## src/rtl/sum_xfer_tx_pkg.sv

```systemverilog
// Shared sizing and lane helpers for the partial-sum transmit path.
// Imported by the interface, the queue and the top level.
package sum_xfer_tx_pkg;

  localparam int col     = 8;
  localparam int bw_psum = 20;
  localparam int depth   = 16;
  localparam int SUM_W   = bw_psum + 4;
  localparam int CNT_W   = $clog2(depth) + 1;

  typedef logic [SUM_W-1:0]       sum_t;
  typedef logic [bw_psum*col-1:0] row_t;

  function automatic logic signed [bw_psum-1:0] lane_of(input row_t v, input int k);
    return $signed(v[k*bw_psum +: bw_psum]);
  endfunction

endpackage

```

## src/rtl/sum_xfer_tx_if.sv

```systemverilog
// Handshake bundle between the psum path / peer core and the transmit block.
interface sum_xfer_tx_if;
  import sum_xfer_tx_pkg::*;

  row_t psum_in;
  logic sum_wr;
  logic fifo_ext_rd;
  sum_t sum_out;
  logic sum_valid;
  logic full;
  logic empty;
  logic ovf;
  logic unf;

  modport slave (
    input  psum_in, sum_wr, fifo_ext_rd,
    output sum_out, sum_valid, full, empty, ovf, unf
  );

  modport master (
    output psum_in, sum_wr, fifo_ext_rd,
    input  sum_out, sum_valid, full, empty, ovf, unf
  );
endinterface

```

## src/rtl/sum_xfer_tx_fifo.sv

```systemverilog
// Single-clock queue of reduced sums. A pop in the same edge frees the
// slot for a push when full; a push into an empty queue is never bypassed.
module sum_fifo
  import sum_xfer_tx_pkg::*;
#(
  parameter int DATA_W = SUM_W,
  parameter int DEPTH  = depth
) (
  input  logic              clk,
  input  logic              reset,
  input  logic              push_i,
  input  logic [DATA_W-1:0] wdata_i,
  input  logic              pop_i,
  output logic [DATA_W-1:0] rdata_o,
  output logic              pop_ok_o,
  output logic              push_drop_o,
  output logic              pop_fail_o,
  output logic              full_o,
  output logic              empty_o
);

  localparam int ADDR_W = $clog2(DEPTH);

  logic [DATA_W-1:0] mem_q [DEPTH];
  logic [ADDR_W-1:0] wptr_q, rptr_q;
  logic [CNT_W-1:0]  cnt_q, cnt_d;
  logic              full_q, empty_q;
  logic              push_ok, pop_ok;

  assign pop_ok  = pop_i && !empty_q;
  assign push_ok = push_i && (!full_q || pop_ok);
  assign cnt_d   = cnt_q + CNT_W'(push_ok) - CNT_W'(pop_ok);

  always_ff @(posedge clk) begin
    if (reset) begin
      wptr_q  <= '0;
      rptr_q  <= '0;
      cnt_q   <= '0;
      full_q  <= 1'b0;
      empty_q <= 1'b1;
    end else begin
      if (push_ok) wptr_q <= wptr_q + 1'b1;
      if (pop_ok)  rptr_q <= rptr_q + 1'b1;
      cnt_q   <= cnt_d;
      full_q  <= (cnt_d == CNT_W'(DEPTH));
      empty_q <= (cnt_d == '0);
    end
  end

  // Storage carries no reset; validity is tracked by the pointers alone.
  always_ff @(posedge clk) begin
    if (push_ok && !reset) mem_q[wptr_q] <= wdata_i;
  end

  assign rdata_o     = mem_q[rptr_q];
  assign pop_ok_o    = pop_ok;
  assign push_drop_o = push_i && !push_ok;
  assign pop_fail_o  = pop_i && empty_q;
  assign full_o      = full_q;
  assign empty_o     = empty_q;

endmodule

```

## src/rtl/sum_xfer_tx.sv

```systemverilog
// Reduces a row of signed psums to one sum of magnitudes, queues it, and
// presents popped entries to the peer core on sum_out.
module sum_xfer_tx
  import sum_xfer_tx_pkg::*;
(
  input  logic          clk,
  input  logic          reset,
  sum_xfer_tx_if.slave  bus
);

  sum_t sum_d;
  sum_t sum_p1_q;
  logic vld_p1_q;
  sum_t sum_out_q;
  logic sum_valid_q;
  logic ovf_q, unf_q;

  sum_t fifo_rdata;
  logic pop_ok, push_drop, pop_fail;
  logic fifo_full, fifo_empty;

  // Magnitude of the most negative lane is 2^(bw_psum-1), which still fits unsigned.
  function automatic logic [bw_psum-1:0] abs_mag(input logic signed [bw_psum-1:0] x);
    logic signed [bw_psum:0] e;
    e = x;
    return x[bw_psum-1] ? bw_psum'(-e) : bw_psum'(e);
  endfunction

  always_comb begin
    sum_d = '0;
    for (int k = 0; k < col; k++) begin
      sum_d = sum_d + SUM_W'(abs_mag(lane_of(bus.psum_in, k)));
    end
  end

  // Stage 1: registered reduction
  always_ff @(posedge clk) begin
    if (reset) begin
      sum_p1_q <= '0;
      vld_p1_q <= 1'b0;
    end else begin
      vld_p1_q <= bus.sum_wr;
      if (bus.sum_wr) sum_p1_q <= sum_d;
    end
  end

  // Stage 2: enqueue; pops are served from the queue head
  sum_fifo #(
    .DATA_W (SUM_W),
    .DEPTH  (depth)
  ) u_fifo (
    .clk         (clk),
    .reset       (reset),
    .push_i      (vld_p1_q),
    .wdata_i     (sum_p1_q),
    .pop_i       (bus.fifo_ext_rd),
    .rdata_o     (fifo_rdata),
    .pop_ok_o    (pop_ok),
    .push_drop_o (push_drop),
    .pop_fail_o  (pop_fail),
    .full_o      (fifo_full),
    .empty_o     (fifo_empty)
  );

  // Output register and sticky error flags
  always_ff @(posedge clk) begin
    if (reset) begin
      sum_out_q   <= '0;
      sum_valid_q <= 1'b0;
      ovf_q       <= 1'b0;
      unf_q       <= 1'b0;
    end else begin
      sum_valid_q <= pop_ok;
      if (pop_ok) sum_out_q <= fifo_rdata;
      ovf_q <= ovf_q | push_drop;
      unf_q <= unf_q | pop_fail;
    end
  end

  assign bus.sum_out   = sum_out_q;
  assign bus.sum_valid = sum_valid_q;
  assign bus.full      = fifo_full;
  assign bus.empty     = fifo_empty;
  assign bus.ovf       = ovf_q;
  assign bus.unf       = unf_q;

endmodule

```

## src/flat_wrapper.sv

```systemverilog
// flat-port wrapper written by rule: the top's interface ports become plain ports
module sum_xfer_tx_flat import sum_xfer_tx_pkg::*;
  (clk, reset, bus_psum_in, bus_sum_wr, bus_fifo_ext_rd, bus_sum_out, bus_sum_valid, bus_full, bus_empty, bus_ovf, bus_unf);
  sum_xfer_tx_if bus_i ();
  input  logic clk;
  input  logic reset;
  input wire logic [$bits(bus_i.psum_in)-1:0] bus_psum_in;
  input wire logic [$bits(bus_i.sum_wr)-1:0] bus_sum_wr;
  input wire logic [$bits(bus_i.fifo_ext_rd)-1:0] bus_fifo_ext_rd;
  output wire logic [$bits(bus_i.sum_out)-1:0] bus_sum_out;
  output wire logic [$bits(bus_i.sum_valid)-1:0] bus_sum_valid;
  output wire logic [$bits(bus_i.full)-1:0] bus_full;
  output wire logic [$bits(bus_i.empty)-1:0] bus_empty;
  output wire logic [$bits(bus_i.ovf)-1:0] bus_ovf;
  output wire logic [$bits(bus_i.unf)-1:0] bus_unf;
  assign bus_i.psum_in = bus_psum_in;
  assign bus_i.sum_wr = bus_sum_wr;
  assign bus_i.fifo_ext_rd = bus_fifo_ext_rd;
  assign bus_sum_out = bus_i.sum_out;
  assign bus_sum_valid = bus_i.sum_valid;
  assign bus_full = bus_i.full;
  assign bus_empty = bus_i.empty;
  assign bus_ovf = bus_i.ovf;
  assign bus_unf = bus_i.unf;
  sum_xfer_tx u_core (.clk(clk), .reset(reset), .bus(bus_i));
endmodule
```

## config.mk

```make
export PLATFORM = sky130hd
export DESIGN_NAME = sum_xfer_tx_flat
export DESIGN_NICKNAME = d
export VERILOG_FILES = /design/src/rtl/sum_xfer_tx_pkg.sv /design/src/rtl/sum_xfer_tx_if.sv /design/src/rtl/sum_xfer_tx_fifo.sv /design/src/rtl/sum_xfer_tx.sv /design/src/flat_wrapper.sv
export SDC_FILE = /design/constraint.sdc
export NUM_CORES = 1
export LEC_CHECK = 0
export BUFFER_PORTS_ARGS = -buffer_cell sky130_fd_sc_hd__buf_2
export CAP_MARGIN = 20
export CORE_UTILIZATION = 25
export DETAILED_ROUTE_END_ITERATION = 8
export GPL_TIMING_DRIVEN = 0
export PLACE_DENSITY = 0.5
export SYNTH_ARGS = -nofsm -noshare
export SYNTH_HDL_FRONTEND = slang
export SYNTH_HIERARCHICAL = 1
export SYNTH_SLANG_ARGS = --single-unit
```

## constraint.sdc

```tcl
create_clock -name clk -period 15.6 [get_ports clk]
set_input_delay 0 -clock clk [delete_from_list [all_inputs] [get_ports clk]]
set_output_delay 0 -clock clk [all_outputs]
set_load 0.02 [all_outputs]
```

==> impl_metrics.json, run 1 <==
{
  "die_area_um2": 97000,
  "drt-initial-drc-count": 809,
  "post_cts_buffers": 0,
  "required_ns": 16.02,
  "post-route-drc-count": 0,
  "worstSetupStartpointType": "input port",
  "drive_above_1_share_pct": 20.2,
  "rsz0062_at_grt": "no",
  "layout_setup_ws_ns": 9.71,
  "hold_class": "in2reg",
  "status": "finished clean",
  "die_x_um": 311,
  "clk_pin_slew_worst_paths_ns": 0.06,
  "mostFrequentLayoutCells": "edfxtp_1, buf_2, inv_1",
  "crit_fanout": 7,
  "ys_seq_elements": 454,
  "synth_edf_count": 384,
  "antenna_found_initial": 32,
  "tightestPinTransition_ns": 0.989,
  "ys_seq_area_share_pct": 54.0,
  "grt_max_degree": 25,
  "synthArstFlopShare_pct": 0,
  "finalSetupViolCount": 0,
  "ant_nets": 0,
  "cp_slowest_cell": "or4_4",
  "wl_per_cell_um": 20.3,
  "area_growth_pct": 18.5,
  "pre_cts_ws_ns": 9.12,
  "period_needed_ns": 5.89,
  "start_util_pct": 25.2,
  "grt_pass1_wl_um": 99300,
  "min_period_over_period_pct": 37.8,
  "port_buffers": 185,
  "arrival_ns": 6.31,
  "synth_top_flop_cell": "edfxtp_1",
  "grt_use_total_pct": 13.6,
  "cts_tree": "done",
  "report.final.hold_viol_count": 0,
  "core_area_um2": 94900,
  "slew_headroom_pct": 33.8,
  "root_buffer": "clkbuf_16",
  "criticalPathCategory": "in2reg",
  "yosys.area.top_type": "edfxtp_1",
  "cts_made_buffers": 46,
  "powerDensity_nw_per_um2": 178,
  "final_common_cell": "edfxtp_1",
  "io_pins": 193,
  "grt_pass1_vias": 15484,
  "post-dp-hpwl_um": 52000,
  "crit_chain": "buf_2 -> or4_4 -> or4_1 -> or4_1 -> or4_1 -> o21ai_0 -> xnor2_1 -> fa_1 -> fa_1 -> fa_1 -> inv_1 -> fa_1 -> inv_1 -> ha_1 -> and3_1 -> nand2_1 -> a2111o_1 -> o221ai_1 -> o311ai_0",
  "end_kind": "flop",
  "irDropWorstVdd_uv": 134,
  "critPathMaxStageDelay_ns": 0.56,
  "clk_latency_ns": 0.56,
  "critPathMostFrequentCell": "fa_1",
  "drt-pass1-iter-count": 4,
  "synth_area_leaders": "edfxtp_1, fa_1, mux4_2, dfxtp_1, xnor2_1",
  "synth_cell_types": 62,
  "fin_hold_ws_ns": 0.0222,
  "skew_ns": 0.0165,
  "cts_buffer_depth": 3,
  "die_h_um": 311,
  "drv_cap": 0,
  "gp_congestion": 0.868,
  "cts.htree.levels": 2,
  "synth_area_um2": 23900,
  "path_buf_inv": 3,
  "syn_inst": 1705,
  "overflow": 0,
  "clkSinkCount": 454,
  "nets": 2290,
  "cp_top_family": "adder cells",
  "viasPerCell": 4.48,
  "routed_wl_um": 66600,
  "maxSlewViolCount": 0,
  "syn_avg_cell_area_um2": 14.0,
  "yosys_warnings": 6,
  "p_leak_nw": 10.0,
  "max_freq_mhz": 170,
  "num_vias": 14673,
  "synth_top_area_share_pct": 48.2,
  "fp-row-count": 113,
  "fin_tns_setup_ns": 0
}
## kinds of logic after synthesis
kind of cell / count (synthesis) / share of synthesized area [%]
AOI/OAI and AO/OA: 222 / 6.28
muxes: 138 / 10.8
buffers and inverters: 226 / 3.75
xor gates and xnor gates: 154 / 5.63
DFF: 454 / 54.0
adders and majority gates: 161 / 12.2
other: 1 / 0.0157
and+or+nand+nor: 349 / 7.32
## stage by stage
stage               area [um2]  power, mW  std cells  utilization (%)
finish                   28400       5.04       3272             29.9
global route             28400       5.47       3267             29.9
CTS                      28300       5.09       3265             29.9
detailed placement       26800       4.01       3178             28.3
global placement         26500       3.98       3170             27.9
floorplan                24000       3.37       1720                -
## layout make-up
| type | instances | area (um2) |
|---|---|---|
| multi-input combinational | 1040 | 10300 |
| clock inverter | 27 | 238 |
| buffer | 69 | 309 |
| sequential | 454 | 12900 |
| timing repair buffer | 197 | 1190 |
| antenna | 7 | 17.5 |
| inverter | 157 | 589 |
| fill | 9479 | 66500 |
| tap | 1265 | 1580 |
| clock buffer | 56 | 1230 |
## registers in the layout, summed over array words and instances (netlist names), 4 cells and up, named ones only
| signal | flops |
|---|---|
| u_core/bus.sum_out | 24 |
| u_core/sum_p1_q | 23 |
| u_core/u_fifo/cnt_q | 5 |
| u_core/u_fifo/mem_q | 384 |
| u_core/u_fifo/rptr_q | 4 |
| u_core/u_fifo/wptr_q | 4 |
## what timing repair did
item / in CTS / in global routing
endpoints found under the hold margin: 15 / 0
setup endpoints to repair: 0 / 0
resized for setup: 0 / 0
hold buffers: 4 / 0
## worst paths after layout
check / start / to / slack (ns) / cells after the start
worst min-delay path: bus_psum_in[120] / u_core/sum_p1_q[0] / 0.02 / 5
worst max-delay path: bus_psum_in[43] / u_core/sum_p1_q[19] / 9.71 / 19
worst min register to register: u_core/bus.unf / u_core/bus.unf / 0.47 / 2
worst max register to register: u_core/u_fifo/empty_o / u_core/u_fifo/empty_o / 12.73 / 12
## routing by layer
layer	GRT usage (%)	vias to the layer above	wire length [um]
li1	-	6793	-
met1	16.5	7388	27800
met2	24.6	344	33700
met3	3.50	98	4000
met4	1.99	50	714
met5	0	-	345
## worst register-to-register path, cell delays in order, from the launching register on
cell      delay [ns]
dfxtp_1         0.31
nand2b_1        0.22
a21boi_1        0.48
inv_1           0.10
ha_1            0.29
inv_1           0.06
ha_1            0.16
inv_1           0.06
fa_1            0.39
nand2b_1        0.16
a21oi_1         0.17
xnor2_1         0.13
a41o_1          0.24
## synthesized netlist by cell type (all sizes together), types with 9 or more instances
library cell and number:
edfxtp 384, inv 156, fa 120, nand2 106, xnor2 98, mux4 96, nor2 93, dfxtp 70
xor2 56, o21ai 55, clkbuf 52, a22oi 48, mux2i 42, o31ai 42, ha 41, or4 26
a21oi 23, or3 20, nand2b 19, buf 17, nand3 17, nor3 12, nor2b 11, or4b 9
## report_power, final
group          internal [mW]  total, mW  switching [mW]
clock network          0.612       1.07           0.453
registers               1.44       1.55           0.103
logic                   1.01       2.43            1.42
total                   3.07       5.04            1.97
(Power assumes the default switching activity.)
==> inputs of run 2 (changes only) <==
==> constraint.sdc (replaced) <==
create_clock -name clk -period 5.7 [get_ports clk]
set_input_delay 0 -clock clk [delete_from_list [all_inputs] [get_ports clk]]
set_output_delay 0 -clock clk [all_outputs]
set_load 0.02 [all_outputs]
==> run 2 against run 1 <==
Compared with the run above: register-to-register slack worse by 9.9 ns; final area is 0.90% higher; clock skew decreased by 0.0023 ns; power rose to 2.9 times the previous value; critical path type unchanged; critical endpoint is now u_core/sum_p1_q[16]; largest power group unchanged.
==> impl_metrics.json, run 2 (same netlist as run 1, synthesis figures left out) <==
{
  "status": "finished clean",
  "cts_made_buffers": 45,
  "p_leak_nw": 10.1,
  "root_buffer": "clkbuf_16",
  "seqPwrFrac_pct": 29.0,
  "routed_wl_um": 66700,
  "post-route-drc-count": 0,
  "criticalPathCategory": "in2reg",
  "irDropWorstVdd_uv": 427,
  "report.final.hold_viol_count": 0,
  "internal_power_mw": 8.93,
  "fin_tns_setup_ns": 0,
  "die_x_um": 311,
  "p_total_mw": 14.6,
  "drt-pass1-iter-count": 5,
  "clkSinkCount": 454,
  "largest_reg_flops": 384,
  "die_h_um": 311,
  "nets": 2291,
  "start_util_pct": 25.2,
  "end_kind": "flop",
  "critPathMaxStageDelay_ns": 0.55,
  "clk_latency_ns": 0.55,
  "ant_nets": 0,
  "wl_per_cell_um": 20.4,
  "skew_ns": 0.0142,
  "core_area_um2": 94900,
  "max_freq_mhz": 179,
  "post-dp-hpwl_um": 52300,
  "mostFrequentLayoutCells": "edfxtp_1, buf_2, inv_1",
  "drv_cap": 0,
  "cp_top_family": "simple AND/OR/NAND/NOR gates",
  "io_pins": 193,
  "cts.htree.levels": 2,
  "combPwrFrac_pct": 50.7,
  "cp_slowest_cell": "fa_1",
  "period_needed_ns": 5.60,
  "maxSlewViolCount": 0,
  "min_period_over_period_pct": 98.2,
  "port_buffers": 185,
  "top_register": "u_core/u_fifo/mem_q",
  "required_ns": 6.15,
  "drt-initial-drc-count": 755,
  "powerDensity_nw_per_um2": 510,
  "tightestPinTransition_ns": 0.998,
  "p_sw_mw": 5.65,
  "grt_max_degree": 25,
  "pwr-share-clk_pct": 20.3,
  "grt_pass1_wl_um": 99200,
  "placedCellCount": 3178,
  "worstSetupStartpointType": "input port",
  "gp_congestion": 0.851,
  "clk_pin_slew_worst_paths_ns": 0.06,
  "cts_tree": "done",
  "viasPerCell": 4.49,
  "path_buf_inv": 3,
  "grt_use_total_pct": 13.6,
  "num_vias": 14692,
  "antenna_found_initial": 31,
  "stdcell_count": 3271,
  "rsz0062_at_grt": "yes",
  "grt_pass1_vias": 15821,
  "area_growth_pct": 19.6,
  "arrival_ns": 6.05,
  "cts_buffer_depth": 3,
  "drive_above_1_share_pct": 21.8,
  "crit_chain": "buf_2 -> or4_4 -> or4_4 -> or4_4 -> or4_4 -> nand2_2 -> xnor2_2 -> fa_1 -> fa_1 -> fa_1 -> inv_1 -> fa_1 -> inv_2 -> ha_4 -> a21oi_4 -> o21ai_2 -> or3_1 -> or3_4 -> a211o_1 -> o311ai_1",
  "slew_headroom_pct": 33.2,
  "overflow": 0,
  "hold_class": "in2reg",
  "switching_share_pct": 38.8,
  "crit_fanout": 8,
  "fp-row-count": 113,
  "finalSetupViolCount": 0,
  "die_area_um2": 97000,
  "final_common_cell": "edfxtp_1"
}
==> run 2: changes by cell type in the layout (fill, tap and decap cells not counted), sizes merged <==
cell | previous run | this run
buf | 210 | 216
bufinv | 3 | 4
clkbuf | 108 | 109
clkinv | 16 | 17
clkinvlp | 6 | 1
diode | 7 | 5
inv | 159 | 156
==> run 2: through the flow <==
| stage | util (%) | cell area (um2) | hold WS, ns | setup WS (ns) |
|---|---|---|---|---|
| floorplan | - | 24000 | 0.201 | -0.0467 |
| global placement | 28.0 | 26500 | 0.338 | -0.754 |
| detailed placement | 28.3 | 26900 | 0.355 | -0.815 |
| CTS | 30.0 | 28400 | 0.00367 | 0.000502 |
| global route | 30.2 | 28600 | 0.0205 | -0.0147 |
| finish | 30.2 | 28600 | 0.0291 | 0.102 |
==> run 2: routing by layer <==
layer  share of wire (%)  up-vias  track usage [%]
li1                    -     6790                -
met2                  51      317             24.6
met1                  41     7403             16.2
met4                 1.9       54             3.08
met3                 5.9      128             3.35
met5                0.53        -                0
==> run 2: path summary, 6_finish.rpt <==
check                                           start               endpoint  slack [ns]  depth (start not counted)
worst max-delay path                  bus_psum_in[45]    u_core/sum_p1_q[16]        0.10                         20
worst min-delay path                            reset    u_core/sum_p1_q[12]        0.03                          4
worst max register to register  u_core/u_fifo/empty_o  u_core/u_fifo/empty_o        2.88                         12
worst min register to register         u_core/bus.unf         u_core/bus.unf        0.48                          2
==> run 2: tightest hold or removal path, stage by stage <==
cell and delay (ns):
clkbuf_1 0.22, nor2b_1 0.17, nand4_1 0.10, nand3_1 0.06
==> run 2: timing repair <==
item / CTS / global route
pin swaps: 5 / 15
resized for setup: 10 / 36
hold endpoints to repair: 13 / 0
hold buffers: 4 / 0
endpoints found under the setup margin: 6 / 8
setup buffers: 0 / 6
==> run 2: cell type report <==
type                            instances  area (um2)
Antenna cell                            5        12.5
Sequential cell                       454       12900
Inverter                              157         589
Tap cell                             1265        1580
Timing Repair Buffer                  203        1250
Multi-Input combinational cell       1040       10500
Clock buffer                           61        1280
Buffer                                 65         294
Fill cell                            9454       66200
Clock inverter                         21         214
==> run 2: power groups by stage <==
| stage | clock network (mW) | logic [mW] | registers [mW] |
|---|---|---|---|
| final | 2.96 | 7.40 | 4.23 |
| after floorplan | 0 | 5.07 | 4.21 |
| after CTS | 3.05 | 6.90 | 4.24 |
| after global placement | 0 | 6.65 | 4.28 |
| after global routing | 3.16 | 8.30 | 4.27 |
| after detailed placement | 0 | 6.73 | 4.31 |
==> inputs of run 3 (changes only) <==
--- a/config.mk
+++ b/config.mk
@@ -5,12 +5,15 @@
 export SDC_FILE = /design/constraint.sdc
 export NUM_CORES = 1
 export LEC_CHECK = 0
+export ABC_AREA = 1
 export BUFFER_PORTS_ARGS = -buffer_cell sky130_fd_sc_hd__buf_2
 export CAP_MARGIN = 20
 export CORE_UTILIZATION = 25
 export DETAILED_ROUTE_END_ITERATION = 8
 export GPL_TIMING_DRIVEN = 0
 export PLACE_DENSITY = 0.5
+export SKIP_CTS_REPAIR_TIMING = 1
+export SLEW_MARGIN = 10
 export SYNTH_ARGS = -nofsm -noshare
 export SYNTH_HDL_FRONTEND = slang
 export SYNTH_HIERARCHICAL = 1
==> run 3 against run 2 <==
Compared with the run above: fmax rose by 19%; critical endpoint is now u_core/sum_p1_q[20]; critical path depth is 8 higher; register-to-register slack better by 0.31 ns; clock power rose by 4%; first-iteration DRC count rose by 82%; die area increased by 12%; highest routed layer unchanged; area after synthesis is 13% higher; clock skew rose by 0.0040 ns; via count grew 41%; global-route usage rose by 2.4 points; hold slack better by 0.045 ns.
==> impl_metrics.json, run 3 <==
{
  "status": "finished clean",
  "nFillCells": 11383,
  "num_vias": 20786,
  "root_buffer": "clkbuf_16",
  "routed_wl_um": 87600,
  "min_period_over_period_pct": 82.4,
  "period_needed_ns": 4.69,
  "synth_cell_types": 44,
  "placed_area_um2": 30200,
  "drt-pass1-iter-count": 6,
  "synth_common_cells": "nand2_1, inv_1, edfxtp_1",
  "combPwrFrac_pct": 49.2,
  "core_area_um2": 107000,
  "wl_per_cell_um": 18.2,
  "cts_buffer_depth": 3,
  "seqPwrFrac_pct": 29.7,
  "arrival_ns": 5.18,
  "synth_top_area_share_pct": 42.8,
  "pwr-share-clk_pct": 21.1,
  "fin_hold_ws_ns": 0.0745,
  "clk_latency_ns": 0.59,
  "die_x_um": 330,
  "die_area_um2": 109000,
  "p_leak_nw": 14.5,
  "p_total_mw": 14.7,
  "hold_class": "in2reg",
  "pre_cts_ws_ns": 0.386,
  "irDropWorstVdd_uv": 416,
  "top_register": "u_core/u_fifo/mem_q",
  "post-dp-hpwl_um": 67300,
  "largest_reg_flops": 384,
  "internal_power_mw": 8.26,
  "synth.mux.area_fraction_pct": 0,
  "switching_share_pct": 43.7,
  "cts_made_buffers": 49,
  "required_ns": 6.19,
  "layout_setup_ws_ns": 1.01,
  "nets": 3690,
  "ys_seq_area_share_pct": 48.0,
  "port_buffers": 189,
  "synthArstFlopShare_pct": 0,
  "seqCellArea_um2": 12900,
  "rsz0062_at_grt": "no",
  "max_freq_mhz": 213,
  "synthAdderAreaFrac_pct": 10.8,
  "fin_tns_setup_ns": 0,
  "viasPerCell": 4.32,
  "p_sw_mw": 6.40,
  "crit_fanout": 5,
  "multi_input_area_um2": 11300,
  "io_pins": 193,
  "ys_seq_elements": 454,
  "drt-initial-drc-count": 1372,
  "synth_top_flop_cell": "edfxtp_1",
  "synth_area_leaders": "edfxtp_1, nand2_1, fa_1, inv_1, nand3_1",
  "start_util_pct": 25.2,
  "overflow": 0,
  "synth_edf_count": 384,
  "fp-row-count": 120,
  "end_kind": "flop",
  "synth_top_family_by_area": "simple AND/OR/NAND/NOR gates",
  "synth-xor-area-share_pct": 4.42,
  "final_common_cell": "nand2_1",
  "grt_use_total_pct": 16.0,
  "finalSetupViolCount": 0,
  "maxSlewViolCount": 0,
  "clkSinkCount": 454,
  "drv_cap": 0,
  "area_growth_pct": 18.2,
  "clk_pin_slew_worst_paths_ns": 0.06,
  "cts_tree": "done",
  "powerDensity_nw_per_um2": 461,
  "post-route-drc-count": 0,
  "gp_congestion": 0.870,
  "yosys_warnings": 6,
  "cts.htree.levels": 2,
  "antenna_found_initial": 28,
  "yosys.area_share.simple_pct": 23.4,
  "report.final.hold_viol_count": 0,
  "slew_headroom_pct": 31.1,
  "criticalPathCategory": "in2reg",
  "die_h_um": 330,
  "final_area_um2": 31800,
  "synth-compound-area-share_pct": 2.87,
  "syn_inst": 3089,
  "worstSetupStartpointType": "input port",
  "yosysMostFrequentCell": "nand2_1",
  "grt_pass1_wl_um": 129000,
  "drive_above_1_share_pct": 11.7,
  "yosys.area.top_type": "edfxtp_1",
  "skew_ns": 0.0181,
  "grt_max_degree": 23,
  "synth_area_um2": 26900,
  "syn_avg_cell_area_um2": 8.72,
  "tightestPinTransition_ns": 1.03,
  "mostFrequentLayoutCells": "nand2_1, inv_1, edfxtp_1",
  "grt_pass1_vias": 20260,
  "ant_nets": 0
}
run 3: cell types whose count changed after synthesis, moves of 42 or more:
| cell | previous run | this run |
|---|---|---|
| mux2i_1 | 42 | 0 |
| nand2_1 | 106 | 768 |
| nand3_1 | 17 | 369 |
| mux4_2 | 96 | 0 |
| nor2_1 | 93 | 233 |
| xor2_1 | 56 | 107 |
| buf_2 | 10 | 54 |
| a22oi_1 | 48 | 0 |
| inv_1 | 156 | 621 |
| xnor2_1 | 98 | 29 |
run 3: final cells by class:
cell class	instances	area share, %
multi-input combinational	1920	35.6
tap	1403	5.51
antenna	6	0.0472
sequential	454	40.6
buffer	102	1.47
timing repair buffer	210	4.37
clock inverter	20	0.487
inverter	628	7.41
clock buffer	70	4.43
run 3: cells by family (layout without fill, tap and decap cells):
group,Yosys count,after routing
xor gates and xnor gates,136,136
and+or+nand+nor,1461,1461
DFF,454,454
AOI/OAI and AO/OA,146,146
adders and majority gates,161,161
other,1,22
buffers and inverters,730,1030
run 3: power by group through the flow:
stage	logic, mW	registers, mW	clock network [mW]
after floorplan	5.13	4.26	0
after global placement	7.23	4.43	0
after detailed placement	7.26	4.44	0
after CTS	7.30	4.37	3.15
after global routing	8.33	4.39	3.27
final	7.22	4.36	3.09
run 3: layer usage:
layer / vias to the layer above / GRT usage (%) / part of all wire, %
met2: 610 / 28.6 / 50
li1: 10206 / - / -
met5: - / 0 / 0.18
met4: 26 / 4.08 / 2.2
met1: 9821 / 20.0 / 42
met3: 123 / 2.59 / 5.9
run 3: metrics by stage:
step                util, %  std cells
finish                 29.8       4813
global route           29.8       4810
CTS                    29.7       4802
detailed placement     28.3       4712
global placement       27.8       4696
floorplan                 -       3104
run 3: worst paths after layout:
path | startpoint | to | slack, ns | cells past startpoint
setup / recovery | bus_psum_in[60] | u_core/sum_p1_q[20] | 1.01 | 28
hold / removal | bus_psum_in[140] | u_core/sum_p1_q[1] | 0.07 | 5
setup reg to reg | flop | u_core/bus.sum_out[16] | 3.19 | 7
hold reg to reg | u_core/bus.unf | u_core/bus.unf | 0.46 | 2
run 3: critical path, cell delays in order:
cell     delay (ns)
buf_2          0.13
inv_1          0.08
ha_1           0.24
nand3_1        0.12
nor2_1         0.10
nand2_1        0.14
nor3_4         0.24
nand2_1        0.08
nand2_1        0.08
xnor2_1        0.14
inv_1          0.10
fa_1           0.53
inv_1          0.08
fa_1           0.47
fa_1           0.54
inv_1          0.05
fa_1           0.53
inv_1          0.04
ha_1           0.39
nand2_1        0.15
nor2_1         0.17
nand3_1        0.10
nand3_1        0.19
nand2_1        0.10
nand3_1        0.08
nand2_1        0.05
nor2_1         0.21
nor2_1         0.06
